[src/rtl/div_sequencer_if.sv]
// Request/response channels between the execute stage and the divide unit.
// The master side issues DIV/DIVU requests and consumes the quotient/remainder pair.
interface div_sequencer_if;
  logic        req_valid;
  logic        req_ready;
  logic        req_signed;
  logic [31:0] req_dividend;
  logic [31:0] req_divisor;
  logic        resp_valid;
  logic        resp_ready;
  logic [31:0] resp_quotient;
  logic [31:0] resp_remainder;

  modport master (
    output req_valid, req_signed, req_dividend, req_divisor, resp_ready,
    input  req_ready, resp_valid, resp_quotient, resp_remainder
  );

  modport slave (
    input  req_valid, req_signed, req_dividend, req_divisor, resp_ready,
    output req_ready, resp_valid, resp_quotient, resp_remainder
  );
endinterface

[src/rtl/div_sequencer.sv]
// 32-cycle restoring divider for DIV/DIVU, with sign fix-up and a held response.
// Works on operand magnitudes; signs are reapplied when the last step completes.
module div_sequencer (
  input  logic           clk,
  input  logic           reset,
  input  logic           flush,
  output logic           busy,
  div_sequencer_if.slave bus
);

  localparam logic [1:0] IDLE = 2'd0;
  localparam logic [1:0] CALC = 2'd1;
  localparam logic [1:0] DONE = 2'd2;

  logic [1:0]  state;
  logic [4:0]  count;
  logic [31:0] part_rem;
  logic [31:0] quo;
  logic [31:0] dvs_mag;
  logic        neg_q;
  logic        neg_r;
  logic [31:0] res_q;
  logic [31:0] res_r;

  logic        req_ready;
  logic        accept;
  logic        dvd_neg;
  logic        dvs_neg;
  logic [31:0] dvd_abs;
  logic [31:0] dvs_abs;
  logic [32:0] shifted;
  logic        step_ok;
  logic [31:0] next_rem;
  logic [31:0] next_quo;
  logic [31:0] fixed_q;
  logic [31:0] fixed_r;

  assign req_ready = (state == IDLE) && !flush && !reset;
  assign accept    = bus.req_valid && req_ready;

  assign dvd_neg = bus.req_signed && bus.req_dividend[31];
  assign dvs_neg = bus.req_signed && bus.req_divisor[31];
  assign dvd_abs = dvd_neg ? (~bus.req_dividend + 32'd1) : bus.req_dividend;
  assign dvs_abs = dvs_neg ? (~bus.req_divisor + 32'd1) : bus.req_divisor;

  // The partial remainder stays below the divisor, so after a successful
  // subtract the low 32 bits hold the whole result.
  always_comb begin
    shifted  = {part_rem, quo[31]};
    step_ok  = shifted >= {1'b0, dvs_mag};
    next_rem = step_ok ? (shifted[31:0] - dvs_mag) : shifted[31:0];
    next_quo = {quo[30:0], step_ok};
    fixed_q  = neg_q ? (~next_quo + 32'd1) : next_quo;
    fixed_r  = neg_r ? (~next_rem + 32'd1) : next_rem;
  end

  always_ff @(posedge clk) begin
    if (reset) begin
      state    <= IDLE;
      count    <= 5'd0;
      part_rem <= 32'd0;
      quo      <= 32'd0;
      dvs_mag  <= 32'd0;
      neg_q    <= 1'b0;
      neg_r    <= 1'b0;
      res_q    <= 32'd0;
      res_r    <= 32'd0;
    end else if (flush) begin
      state <= IDLE;
    end else begin
      case (state)
        IDLE: begin
          if (accept) begin
            count    <= 5'd0;
            part_rem <= 32'd0;
            quo      <= dvd_abs;
            dvs_mag  <= dvs_abs;
            neg_q    <= dvd_neg ^ dvs_neg;
            neg_r    <= dvd_neg;
            if (bus.req_divisor == 32'd0) begin
              state <= DONE;
              res_q <= 32'hFFFF_FFFF;
              res_r <= bus.req_dividend;
            end else begin
              state <= CALC;
            end
          end
        end
        CALC: begin
          part_rem <= next_rem;
          quo      <= next_quo;
          count    <= count + 5'd1;
          if (count == 5'd31) begin
            state <= DONE;
            res_q <= fixed_q;
            res_r <= fixed_r;
          end
        end
        DONE: begin
          if (bus.resp_ready) state <= IDLE;
        end
        default: state <= IDLE;
      endcase
    end
  end

  assign bus.req_ready      = req_ready;
  assign bus.resp_valid     = (state == DONE);
  assign bus.resp_quotient  = res_q;
  assign bus.resp_remainder = res_r;
  assign busy               = (state != IDLE);

endmodule

[src/flat_wrapper.sv]
// flat-port wrapper written by rule: the top's interface ports become plain ports
module div_sequencer_flat 
  (clk, reset, flush, busy, bus_req_valid, bus_req_signed, bus_req_dividend, bus_req_divisor, bus_resp_ready, bus_req_ready, bus_resp_valid, bus_resp_quotient, bus_resp_remainder);
  div_sequencer_if bus_i ();
  input  logic clk;
  input  logic reset;
  input  logic flush;
  output logic busy;
  input wire logic [$bits(bus_i.req_valid)-1:0] bus_req_valid;
  input wire logic [$bits(bus_i.req_signed)-1:0] bus_req_signed;
  input wire logic [$bits(bus_i.req_dividend)-1:0] bus_req_dividend;
  input wire logic [$bits(bus_i.req_divisor)-1:0] bus_req_divisor;
  input wire logic [$bits(bus_i.resp_ready)-1:0] bus_resp_ready;
  output wire logic [$bits(bus_i.req_ready)-1:0] bus_req_ready;
  output wire logic [$bits(bus_i.resp_valid)-1:0] bus_resp_valid;
  output wire logic [$bits(bus_i.resp_quotient)-1:0] bus_resp_quotient;
  output wire logic [$bits(bus_i.resp_remainder)-1:0] bus_resp_remainder;
  assign bus_i.req_valid = bus_req_valid;
  assign bus_i.req_signed = bus_req_signed;
  assign bus_i.req_dividend = bus_req_dividend;
  assign bus_i.req_divisor = bus_req_divisor;
  assign bus_i.resp_ready = bus_resp_ready;
  assign bus_req_ready = bus_i.req_ready;
  assign bus_resp_valid = bus_i.resp_valid;
  assign bus_resp_quotient = bus_i.resp_quotient;
  assign bus_resp_remainder = bus_i.resp_remainder;
  div_sequencer u_core (.clk(clk), .reset(reset), .flush(flush), .busy(busy), .bus(bus_i));
endmodule
[config.mk]
export PLATFORM = sky130hd
export DESIGN_NAME = div_sequencer_flat
export DESIGN_NICKNAME = d
export VERILOG_FILES = /design/src/rtl/div_sequencer_if.sv /design/src/rtl/div_sequencer.sv /design/src/flat_wrapper.sv
export SDC_FILE = /design/constraint.sdc
export NUM_CORES = 1
export LEC_CHECK = 0
export BUFFER_PORTS_ARGS = -buffer_cell sky130_fd_sc_hd__buf_2
export CORE_MARGIN = 2
export CORE_UTILIZATION = 40
export DETAILED_ROUTE_END_ITERATION = 16
export PLACE_DENSITY = 0.6
export SLEW_MARGIN = 25
export SYNTH_ARGS = -nofsm -noshare
export SYNTH_HDL_FRONTEND = slang
export SYNTH_SLANG_ARGS = --single-unit
[constraint.sdc]
create_clock -name clk -period 6 [get_ports clk]
set_clock_uncertainty 0.1 [all_clocks]
set_input_delay 1.2 -clock clk [delete_from_list [all_inputs] [get_ports clk]]
set_output_delay 1.2 -clock clk [all_outputs]
set_load 0.03 [all_outputs]
; ---- Word-level counts from Yosys, hierarchy flattened
; Index checks and enable logic that the tools add are counted.
[totals]
ff_bits = 169
out_inout_bits = 67
wordCells = 69
[op_classes]
addsub = 6
n_lt_le_gt_ge = 1
eq_ne = 7
muxes = 24
bitwise_logic = 6
reduce_logical = 16
[ops]
columns = cell, n
row1 = 32-bit two-way mux, 13
row2 = 32-bit one-hot mux with 2 select lines, 4
row3 = 32-bit by 1-bit adder with 32-bit output (second input constant), 4
row4 = 32-bit NOT, 4
row5 = 33-bit by 32-bit greater-or-equal comparator with 1-bit output, 1
row6 = 32-bit logical NOT, 1
row7 = 32-bit subtractor, 1
row8 = 5-bit one-hot mux with 2 select lines, 1
row9 = 3-bit AND reduction, 3
row10 = 2-bit two-way mux, 4
row11 = 2-bit one-hot mux with 3 select lines, 1
row12 = 5-bit by 1-bit adder with 5-bit output (second input constant), 1
row13 = 5-bit == test (second input constant), 1
row14 = 1-bit logical AND, 5
row15 = 5-bit two-way mux, 1
row16 = 5-bit AND reduction, 1
row17 = 2-bit by 1-bit != test with 1-bit output (second input constant), 2
row18 = 2-bit != test (second input constant), 2
row19 = 2-bit nonzero test, 2
row20 = 2-bit by 1-bit == test with 1-bit output (second input constant), 1
row21 = 2-bit == test (second input constant), 1
row22 = 1-bit logical NOT, 2
row23 = 2-bit logical NOT, 1
row24 = 2-bit OR reduction, 1
row25 = 2 further kinds, 2

; ---- Logic depth before layout (Yosys ltp)
; Gate-level depths: netlist of run 1.
[logic_depth]
ltp_word = 7
depth_mapped = 24

; ---- Worst setup path before layout of run 1
; No wires, ideal clock.
[synth_timing]
kind = register to register
start = register u_core.dvs_mag[10]
end = register u_core.res_r[28] (netlist: u_core.bus.resp_remainder[28])
setup_time_ps = 103
arrival_ps = 5349
t_required_ps = 5797
setup_slack_ps = 447
path_stages_with_launch = 24
n_path_buf = 5
period_less_slack_ps = 5553
path_cell_list = dfxtp_1 > inv_1 > ha_1 > buf_4 > nand4_4 > or3_1 > a211o_1 > a311o_2 > nand3_4 > buf_2 > buf_2 > buf_2 > buf_1 > nand2_1 > o21ai_0 > ha_1 > nand3b_1 > nand2b_1 > o41a_1 > a2111o_1 > or4b_4 > nand4_1 > o21ai_1 > a2111oi_2
[synth_via]
elab_chain_len = 7
word_cells_on_any_way = 8
cone_classes = add/sub (2) / order compare (1) / mux (4) / bitwise (1)
[synth_lines]
columns = element, line_no
row1 = from (decl), div_sequencer.sv:19  ; logic [31:0] dvs_mag;
row2 = from (signal assigned), div_sequencer.sv:77  ; dvs_mag <= dvs_abs;
row3 = 32-bit subtractor / 33-bit by 32-bit greater-or-equal comparator with 1-bit output (equally long branches), "div_sequencer.sv:51, div_sequencer.sv:50"
row4 = 32-bit two-way mux (*), div_sequencer.sv:51  ; next_rem = step_ok ? (shifted[31:0] - dvs_mag) : shifted[31:0];
row5 = 32-bit NOT, div_sequencer.sv:54  ; fixed_r = neg_r ? (~next_rem + 32'd1) : next_rem;
row6 = 32-bit by 1-bit adder with 32-bit output, div_sequencer.sv:54
row7 = 32-bit two-way mux (*), div_sequencer.sv:54
row8 = 32-bit two-way mux (*), div_sequencer.sv:93  ; if (count == 5'd31) begin
row9 = 32-bit one-hot mux with 2 select lines (*), div_sequencer.sv:71  ; case (state)
row10 = to (signal assigned), div_sequencer.sv:83  ; res_r <= bus.req_dividend;
row11 = to (signal assigned), div_sequencer.sv:96  ; res_r <= fixed_r;
row12 = to (decl), div_sequencer.sv:23  ; logic [31:0] res_r;
; Every way passes the cells marked *; elsewhere a longest branch is shown, timed or not. The select of a mux whose other input is x is not followed.
; A chain may end at the register's enable or synchronous reset.

; ---- Final worst setup path of run 1
[layout_timing]
start = register u_core.part_rem[13]
end = register u_core.res_r[28] (netlist: u_core.bus.resp_remainder[28])
[layout_via]
elab_chain_len = 7
word_cells_on_any_way = 8
cone_classes = add/sub (2) / order compare (1) / mux (4) / bitwise (1)
[layout_lines]
columns = element, line_no
row1 = from (decl), div_sequencer.sv:17  ; logic [31:0] part_rem;
row2 = from (signal assigned), div_sequencer.sv:90  ; part_rem <= next_rem;
row3 = 32-bit subtractor / 33-bit by 32-bit greater-or-equal comparator with 1-bit output (equally long branches), "div_sequencer.sv:51, div_sequencer.sv:50"
row4 = 32-bit two-way mux (*), div_sequencer.sv:51
row5 = 32-bit NOT, div_sequencer.sv:54
row6 = 32-bit by 1-bit adder with 32-bit output, div_sequencer.sv:54
row7 = 32-bit two-way mux (*), div_sequencer.sv:54
row8 = 32-bit two-way mux (*), div_sequencer.sv:93
row9 = 32-bit one-hot mux with 2 select lines (*), div_sequencer.sv:71
; Marks and branches as above.

==> impl_metrics.tcl, run 1 <==
set metrics [dict create \
    status "completed" \
    synth_cell_types 74 \
    synth_edf_count 0 \
    worst_slew_pin_slew_ps 985 \
    synth.area.top_cells "dfxtp_1 (28%), nor2_1 (7.4%), xor2_1 (4.8%), a21oi_1 (4.7%), nand2_1 (4.7%)" \
    synth_top_area_cell "dfxtp_1" \
    r2r_slack_ps 680 \
    worst_hold_path.num_cells 2 \
    io_pins 137 \
    portBuffers 136 \
    syn2layout_area_growth_pct 13.1 \
    grt_pass1_vias 11100 \
    avgRoutedWirePerCell_um 18.5 \
    clock_sinks 169 \
    netlist_top_cells_count "nor2_1 (237), dfxtp_1 (169), nand2_1 (149)" \
    avgViaCountPerCell 5.80 \
    firstDrtPassIters 7 \
    coreArea_um2 29600 \
    r2r_cells 16 \
    leakagePower_nw 5.39 \
    nFillCells 3060 \
    synth_nets 1730 \
    synth_area_um2 12000 \
    cts_tree "built" \
    r2r_start "u_core.part_rem[13]" \
    rows 63 \
    synth_top_area_frac 0.282 \
    slew_headroom 0.339 \
    cts_buffers 17 \
    yosysSeqAreaShare 0.282 \
    worstPathMaxFanout 12 \
    clkTransAtPathRegs_ps 70 \
    grt_pass1_wl_mm 61.7 \
    synthCells 1621 \
    fp.dieH_um 177 \
    postRouteAntennaNets 0 \
    finalCritPeriodShare 0.886 \
    clock_latency_ps 450 \
    min_to "u_core.dvs_mag[31]" \
    dieArea_um2 31400 \
    final-hold-violation-count 0 \
    cts_resized 0 \
    grtUsageTotal 0.248 \
    synth_warnings 0 \
    nets 1798 \
    drc 0 \
    cts_root_buf "clkbuf_16" \
    finalCriticalPeriod_ps 5320 \
    syn_area_per_cell_um2 7.41 \
    min_path_type "reg2reg" \
    start_util 0.405 \
    async_reset_ff_frac 0 \
    powerDensity_nw_per_um2 305 \
    r2r-end "u_core.bus.resp_remainder[28]" \
    end_kind "register" \
    worst-endpoint-required_ps 6240 \
    maxCapViolations 0 \
    vdd_drop_max_uv 256 \
    grt_max_degree 70 \
    routed_wl_mm 38.8 \
    diodes 0 \
    final-setup-viol-count 0 \
    post_cts_buffers 0 \
    htreeDepth 4 \
    synthFlopType "dfxtp_1" \
    rsz0062_at_grt "false" \
    clk_path_buf_depth 2 \
    holdBufCountCts 0 \
    gp_congestion 0.928 \
    hold_slack_ps 354 \
    grt.overflow.total 0 \
    ys_ff_latch 169 \
    worstHoldStart "u_core.dvs_mag[31]" \
    critPathArrivalTime_ps 5550 \
    drt_iter0_drc 1057 \
    fp.dieW_um 177 \
    antenna_found_initial 0 \
    p_total_mw 4.15 \
    fin_setup_tns_ps 0 \
    crit_path_start_kind "register" \
    synth_most_common_cell "nor2_1" \
    drive_above_1_share 0.128 \
    max_freq_ghz 0.188 \
    num_vias 12100 \
    dpl.hpwl_mm 29.7 \
    critPathKind "reg2reg" \
    slew_viol_final 0 \
]
## layout by cell type (no fill, tap or decap), drive strengths merged, types with 38 or more instances in the layout
cell	count
a211oi	71
a21oi	114
buf	159
dfxtp	169
ha	38
inv	54
nand2	149
nor2	237
o21ai	94
xnor2	63
xor2	66
## worst max path at each step
stage                                                to  slack [ps]                start  cells after the start
after global placement    u_core.bus.resp_remainder[28]         840  u_core.part_rem[13]                     16
after floorplan           u_core.bus.resp_remainder[28]         450   u_core.dvs_mag[10]                     23
after detailed placement  u_core.bus.resp_remainder[28]         740  u_core.part_rem[13]                     16
final                     u_core.bus.resp_remainder[28]         680  u_core.part_rem[13]                     16
after global routing      u_core.bus.resp_remainder[28]         350  u_core.part_rem[13]                     16
after CTS                 u_core.bus.resp_remainder[28]         720  u_core.part_rem[13]                     16
## metrics by stage
stage	worst slack, ps	std cells	utilization	cell area [um2]
6_report	682	2091	0.459	13600
5_1_grt	345	2091	0.459	13600
4_1_cts	717	2091	0.459	13600
3_5_place_dp	741	2060	0.436	12900
3_3_place_gp	840	2060	0.436	12900
2_1_floorplan	447	1621	-	12000
## registers in the layout, indices dropped and copies added (netlist names)
register / flops
u_core.neg_r: 1
u_core.bus.resp_remainder: 32
u_core.count: 5
u_core.quo: 32
u_core.dvs_mag: 32
u_core.state: 2
u_core.part_rem: 32
u_core.neg_q: 1
u_core.bus.resp_quotient: 32
## final cells by class
cell class | instances | area (um2) | share of cell area
Clock buffer | 21 | 470 | 0.0346
Tap cell | 390 | 488 | 0.0359
Clock inverter | 10 | 189 | 0.0139
Inverter | 52 | 198 | 0.0145
Multi-Input combinational cell | 1290 | 8000 | 0.588
Sequential cell | 169 | 3380 | 0.249
Timing Repair Buffer | 159 | 868 | 0.0639
## layer usage
metal	wire, um	global-route usage
met3	2010	0.0341
met5	0	0
met4	1410	0.109
met1	17600	0.329
met2	17800	0.403
## where the power goes
group | switching [mW] | internal [mW]
Clock | 0.488 | 0.773
Sequential | 0.0342 | 1.15
Combinational | 1.08 | 0.619
## critical path, cell delays in order (launching register included)
cell and delay [ps]:
dfxtp_1 390, ha_1 510, nand4_1 240, or3_1 380
a211o_1 310, a311o_2 480, nand3_4 200, mux2i_1 300
ha_1 230, nand3b_1 140, nand2b_1 180, o41a_1 390
a2111o_1 330, or4b_4 550, nand4_1 110, o21ai_1 90
a2111oi_2 260
## kinds of logic (layout without fill, tap and decap cells)
logic type	after synthesis	count (layout)	synth area share
muxes	23	23	0.0199
buffers and inverters	162	242	0.0547
xor gates and xnor gates	129	129	0.0940
and+or+nand+nor	614	614	0.241
AOI/OAI and AO/OA	485	485	0.268
adders and majority gates	39	39	0.0412
DFF	169	169	0.282
Note: power is estimated with default switching activity, not from simulation.
==> run 2, diff against run 1 <==
--- a/config.mk
+++ b/config.mk
@@ -5,6 +5,7 @@
 export SDC_FILE = /design/constraint.sdc
 export NUM_CORES = 1
 export LEC_CHECK = 0
+export ABC_AREA = 1
 export BUFFER_PORTS_ARGS = -buffer_cell sky130_fd_sc_hd__buf_2
 export CORE_MARGIN = 2
 export CORE_UTILIZATION = 40
==> constraint.sdc (replaced) <==
create_clock -name clk -period 5.2 [get_ports clk]
set_clock_uncertainty 0.1 [all_clocks]
set_input_delay 1.04 -clock clk [delete_from_list [all_inputs] [get_ports clk]]
set_output_delay 1.04 -clock clk [all_outputs]
set_load 0.03 [all_outputs]
==> run 2 against run 1 <==
  * Total power rose by 1.7%
  * Register-to-register slack improved by 80 ps
  * Worst setup slack improved by 79 ps
  * Clock power barely moved
  * Cell area rose by 6.7%
  * Critical path depth rose by 7
  * First-iteration DRC count rose by 13%
  * Synthesized cell count rose by 29%
==> impl_metrics.tcl, run 2 <==
set metrics [dict create \
    synthFlopType "dfxtp_1" \
    r2r_cells 23 \
    cts_buffers 17 \
    dpl.hpwl_mm 36.6 \
    coreArea_um2 31700 \
    min_to "u_core.dvs_mag[31]" \
    synth_nets 2205 \
    avgRoutedWirePerCell_um 18.3 \
    synth_edf_count 0 \
    leakagePower_nw 6.98 \
    critPathKind "reg2reg" \
    ff_latch_area_um2 3380 \
    final-hold-violation-count 0 \
    finalCritPeriodShare 0.854 \
    route.met3.wl_mm 3.59 \
    grt_pass1_vias 13200 \
    clock_latency_ps 450 \
    worstHoldStart "u_core.dvs_mag[31]" \
    start_util 0.409 \
    powerDensity_nw_per_um2 291 \
    syn_area_per_cell_um2 6.19 \
    crit_path_start_kind "register" \
    end_kind "register" \
    async_reset_ff_frac 0 \
    slew_viol_final 0 \
    synth-simple-area-share 0.359 \
    final_common_cell "nand2_1" \
    fp.dieW_um 184 \
    status "completed" \
    nets 2297 \
    num_vias 14200 \
    rows 65 \
    clkTransAtPathRegs_ps 70 \
    drt_iter0_drc 1190 \
    max_freq_ghz 0.225 \
    htreeDepth 4 \
    postRouteAntennaNets 0 \
    synth_top_area_cell "dfxtp_1" \
    grtUsageTotal 0.283 \
    drt-met1-wl_mm 22.5 \
    worstPathMaxFanout 31 \
    diodes 0 \
    io_pins 137 \
    r2r-end "u_core.bus.resp_quotient[28]" \
    slew_headroom 0.439 \
    firstDrtPassIters 8 \
    rsz0062_at_grt "false" \
    drc 0 \
    synth_xor_area_frac 0.0324 \
    synthAdderAreaFrac 0.0382 \
    synth_compound_area_frac 0.197 \
    multi_input_area_um2 8140 \
    min_path_type "reg2reg" \
    grt_pass1_wl_mm 74.0 \
    cts_tree "built" \
    gp_congestion 0.944 \
    synth_most_common_cell "nand2_1" \
    netlist_top_cells_count "nand2_1 (537), inv_1 (265), dfxtp_1 (169), nor2_1 (169), a21oi_1 (168)" \
    holdBufCountCts 0 \
    synthCells 2096 \
    worst_slew_pin_slew_ps 842 \
    r2r_start "u_core.part_rem[14]" \
    synth.area.top_cells "dfxtp_1 (26%), nand2_1 (16%), inv_1 (7.7%), a21oi_1 (6.5%), nand3_1 (5.8%)" \
    ys_ff_latch 169 \
    vdd_drop_max_uv 258 \
    fin_setup_tns_ps 0 \
    portBuffers 136 \
    clock_sinks 169 \
    synth_top_area_frac 0.261 \
    synth_top_family_by_area "simple AND/OR/NAND/NOR gates" \
    dieArea_um2 33900 \
    avgViaCountPerCell 5.47 \
    synth_warnings 0 \
    drive_above_1_share 0.139 \
    synth.mux.area_fraction 0 \
    grt.overflow.total 0 \
    finalCriticalPeriod_ps 4440 \
    worst-endpoint-required_ps 5450 \
    routed_wl_mm 47.5 \
    synth_cell_types 55 \
    clk_path_buf_depth 2 \
    nFillCells 3420 \
    antenna_found_initial 0 \
    cts_root_buf "clkbuf_16" \
    final_cell_mix "nand2_1 (537), inv_1 (264), dfxtp_1 (169), a21oi_1 (168), nor2_1 (167)" \
    grt_max_degree 71 \
    synth_area_um2 13000 \
    fp.dieH_um 184 \
    wl_met2_mm 20.5 \
    r2r_slack_ps 760 \
    final-setup-viol-count 0 \
    cts_resized 0 \
    maxCapViolations 0 \
    top_layer "met4" \
    yosysSeqAreaShare 0.261 \
    syn2layout_area_growth_pct 11.8 \
    worst_hold_path.num_cells 2 \
    post_cts_buffers 0 \
    critPathArrivalTime_ps 4680 \
    final_util 0.457 \
]
==> run 2: routing by layer <==
metal  global-route usage  vias up
met1                0.403     6550
met5                    0        -
met4               0.0810        0
met2                0.435      523
li1                     -     7119
met3               0.0485       46
==> run 2: kinds of logic (layout without fill, tap and decap cells) <==
| kind of cell | Yosys count | count (layout) |
|---|---|---|
| flip-flops | 169 | 169 |
| XOR/XNOR | 48 | 48 |
| buffers and inverters | 365 | 469 |
| AO/OA/AOI/OAI | 444 | 444 |
| adder cells (fa/ha/maj) | 39 | 39 |
| AND/OR/NAND/NOR | 1031 | 1031 |
==> run 2: per-stage QoR <==
| step | instance area (um2) | hold slack [ps] | instances | worst slack, ps | power, mW |
|---|---|---|---|---|---|
| 2_1_floorplan | 13000 | 345 | 2096 | 1530 | 2.52 |
| 3_3_place_gp | 13900 | 353 | 2571 | 867 | 2.94 |
| 3_5_place_dp | 13900 | 358 | 2571 | 826 | 2.94 |
| 4_1_cts | 14500 | 369 | 2602 | 790 | 4.21 |
| 5_1_grt | 14500 | 395 | 2602 | 253 | 4.46 |
| 6_report | 14500 | 370 | 2602 | 761 | 4.22 |
==> run 2: where the power goes <==
part	total [mW]	leakage, nW	switching, mW	internal, mW
logic	1.60	5.33	1.13	0.466
clock network	1.27	0.280	0.600	0.670
registers	1.35	1.37	0.0267	1.32
==> run 2: final cells by class <==
cell class	instances	area share
Clock buffer	21	0.0331
Inverter	278	0.0721
Clock inverter	10	0.00578
Sequential cell	169	0.233
Multi-Input combinational cell	1562	0.562
Tap cell	402	0.0347
Timing Repair Buffer	160	0.0594
==> run 2: critical path, cell delays in order, from the launching register on <==
cell	delay [ps]
dfxtp_1	480
ha_1	350
nand2_1	180
inv_1	70
a21oi_2	160
nand2_1	120
inv_1	130
nand2_4	70
nand3_4	90
nand2_8	160
inv_4	160
ha_1	200
inv_1	70
nor3_1	250
nand3_1	170
nor3_2	260
nand2_1	180
o21ai_1	230
nand2_1	150
nor2_1	200
o21ai_0	150
xor2_1	160
o221ai_1	170
inv_1	60
==> run 2: worst max-delay path by stage <==
stage	start	end	slack, ps	cells past startpoint
floorplan	u_core.dvs_mag[8]	u_core.bus.resp_quotient[28]	1530	25
global placement	u_core.part_rem[14]	u_core.bus.resp_quotient[28]	870	23
detailed placement	u_core.part_rem[14]	u_core.bus.resp_quotient[28]	830	23
CTS	u_core.part_rem[14]	u_core.bus.resp_quotient[28]	790	23
global route	u_core.part_rem[14]	u_core.bus.resp_quotient[28]	250	23
finish	u_core.part_rem[14]	u_core.bus.resp_quotient[28]	760	23
==> run 3, diff against run 2 <==
--- a/config.mk
+++ b/config.mk
@@ -5,13 +5,11 @@
 export SDC_FILE = /design/constraint.sdc
 export NUM_CORES = 1
 export LEC_CHECK = 0
-export ABC_AREA = 1
 export BUFFER_PORTS_ARGS = -buffer_cell sky130_fd_sc_hd__buf_2
 export CORE_MARGIN = 2
 export CORE_UTILIZATION = 40
 export DETAILED_ROUTE_END_ITERATION = 16
 export PLACE_DENSITY = 0.6
-export SLEW_MARGIN = 25
 export SYNTH_ARGS = -nofsm -noshare
 export SYNTH_HDL_FRONTEND = slang
 export SYNTH_SLANG_ARGS = --single-unit
==> run 3 against run 2 <==
  * Critical path type unchanged
  * Hold slack got worse by 17 ps
  * Highest routed layer unchanged
  * Largest power group unchanged
  * Maximum frequency shrank 11%
  * Via count down 14%
==> impl_metrics.tcl, run 3 (same netlist as run 1, synthesis figures left out) <==
set metrics [dict create \
    rsz0062_at_grt "false" \
    powerDensity_nw_per_um2 344 \
    leakagePower_nw 5.49 \
    final-setup-viol-count 0 \
    gp_congestion 0.940 \
    final_cell_mix "nor2_1 (235), dfxtp_1 (169), nand2_1 (149), buf_2 (135), a21oi_1 (113)" \
    antenna_found_initial 0 \
    min_path_type "reg2reg" \
    clock_sinks 169 \
    htreeDepth 4 \
    avgRoutedWirePerCell_um 19.2 \
    drc 0 \
    status "completed" \
    avgViaCountPerCell 5.76 \
    io_pins 137 \
    final_util 0.465 \
    cts_root_buf "clkbuf_16" \
    grt_pass1_wl_mm 63.8 \
    drive_above_1_share 0.150 \
    postRouteAntennaNets 0 \
    clock_latency_ps 440 \
    grt_pass1_vias 11500 \
    crit_path_start "u_core.dvs_mag[27]" \
    portBuffers 136 \
    dpl.hpwl_mm 31.3 \
    fp.dieH_um 177 \
    max_freq_ghz 0.200 \
    num_vias 12200 \
    cts_buffers 17 \
    worstPathMaxFanout 10 \
    dieArea_um2 31400 \
    critPathArrivalTime_ps 5230 \
    holdBufCountCts 0 \
    final_common_cell "nor2_1" \
    worst-endpoint-required_ps 5430 \
    r2r_start "u_core.dvs_mag[27]" \
    r2r_slack_ps 200 \
    slew_viol_final 0 \
    grtUsageTotal 0.259 \
    clk_path_buf_depth 2 \
    maxCapViolations 0 \
    post_cts_buffers 0 \
    cts_tree "built" \
    cts_resized 0 \
    fin_setup_tns_ps 0 \
    grt.overflow.total 0 \
    rows 63 \
    routed_wl_mm 40.8 \
    fp.dieW_um 177 \
    finalCriticalPeriod_ps 5000 \
    crit_path_start_kind "register" \
    worstHoldStart "u_core.dvs_mag[31]" \
    drt_iter0_drc 921 \
    clkTransAtPathRegs_ps 70 \
    nets 1833 \
    final-hold-violation-count 0 \
    finalCritPeriodShare 0.961 \
    vdd_drop_max_uv 255 \
    firstDrtPassIters 5 \
    syn2layout_area_growth_pct 14.7 \
    hold_slack_ps 353 \
    nFillCells 3065 \
    end_kind "register" \
    worst_slew_pin_slew_ps 1030 \
    coreArea_um2 29600 \
    grt_max_degree 86 \
    slew_headroom 0.310 \
    start_util 0.405 \
    critPathKind "reg2reg" \
]
run 3: cell count changes in the layout (fill, tap and decap cells not counted), sizes merged, moves of 31 or more:
cell	before	now
nand2	572	149
xor2	33	66
a311oi	0	31
buf	160	194
nor2	193	237
o21ai	152	94
xnor2	15	63
a211oi	10	71
inv	281	55
nand3	160	34
a21oi	174	114
run 3: worst paths after layout:
path                            cells after the start                       endpoint
worst min register to register                      2             u_core.dvs_mag[31]
worst max register to register                     17  u_core.bus.resp_remainder[28]
worst max-delay path                               17  u_core.bus.resp_remainder[28]
worst min-delay path                                2             u_core.dvs_mag[31]
run 3: power breakdown:
group | total (mW) | internal (mW) | switching [mW]
logic | 2.13 | 0.813 | 1.32
clock network | 1.25 | 0.675 | 0.574
registers | 1.36 | 1.33 | 0.0372
total | 4.75 | 2.82 | 1.93
run 3: critical path: stages (launching register included):
cell and delay [ps]:
dfxtp_1 330, inv_1 40, ha_1 410, and3_2 270, nand2_1 50, or4_1 520
a311o_2 420, nand3_4 180, mux2i_2 280, ha_2 230, nand3b_1 130, nand2b_1 180
o41a_1 360, a2111o_1 350, or4b_4 560, nand4_1 100, o21ai_1 80, a2111oi_2 280
run 3: metal layers:
metal,vias up,track usage,wire length [um]
li1,6116,-,-
met3,58,0.0418,1980
met2,339,0.429,18800
met1,5734,0.337,18600
met4,0,0.103,1340
met5,-,0,0
run 3: area by class of cell:
class | instances | area, um2 | share of cell area
clock buffer | 19 | 443 | 0.0321
timing repair buffer | 194 | 1130 | 0.0820
tap | 390 | 488 | 0.0354
inverter | 52 | 198 | 0.0143
antenna | 1 | 2.50 | 0.000182
multi-input combinational | 1290 | 8020 | 0.582
sequential | 169 | 3380 | 0.245
clock inverter | 12 | 118 | 0.00853
run 3: stage by stage:
| step | setup slack, ps | cell area [um2] | std cells | power (mW) |
|---|---|---|---|---|
| 2_1_floorplan | 32.1 | 12000 | 1621 | 2.81 |
| 3_3_place_gp | 284 | 13200 | 2095 | 3.48 |
| 3_5_place_dp | 204 | 13200 | 2095 | 3.49 |
| 4_1_cts | 180 | 13800 | 2126 | 4.75 |
| 5_1_grt | 1.11 | 13800 | 2126 | 5.02 |
| 6_report | 204 | 13800 | 2127 | 4.75 |
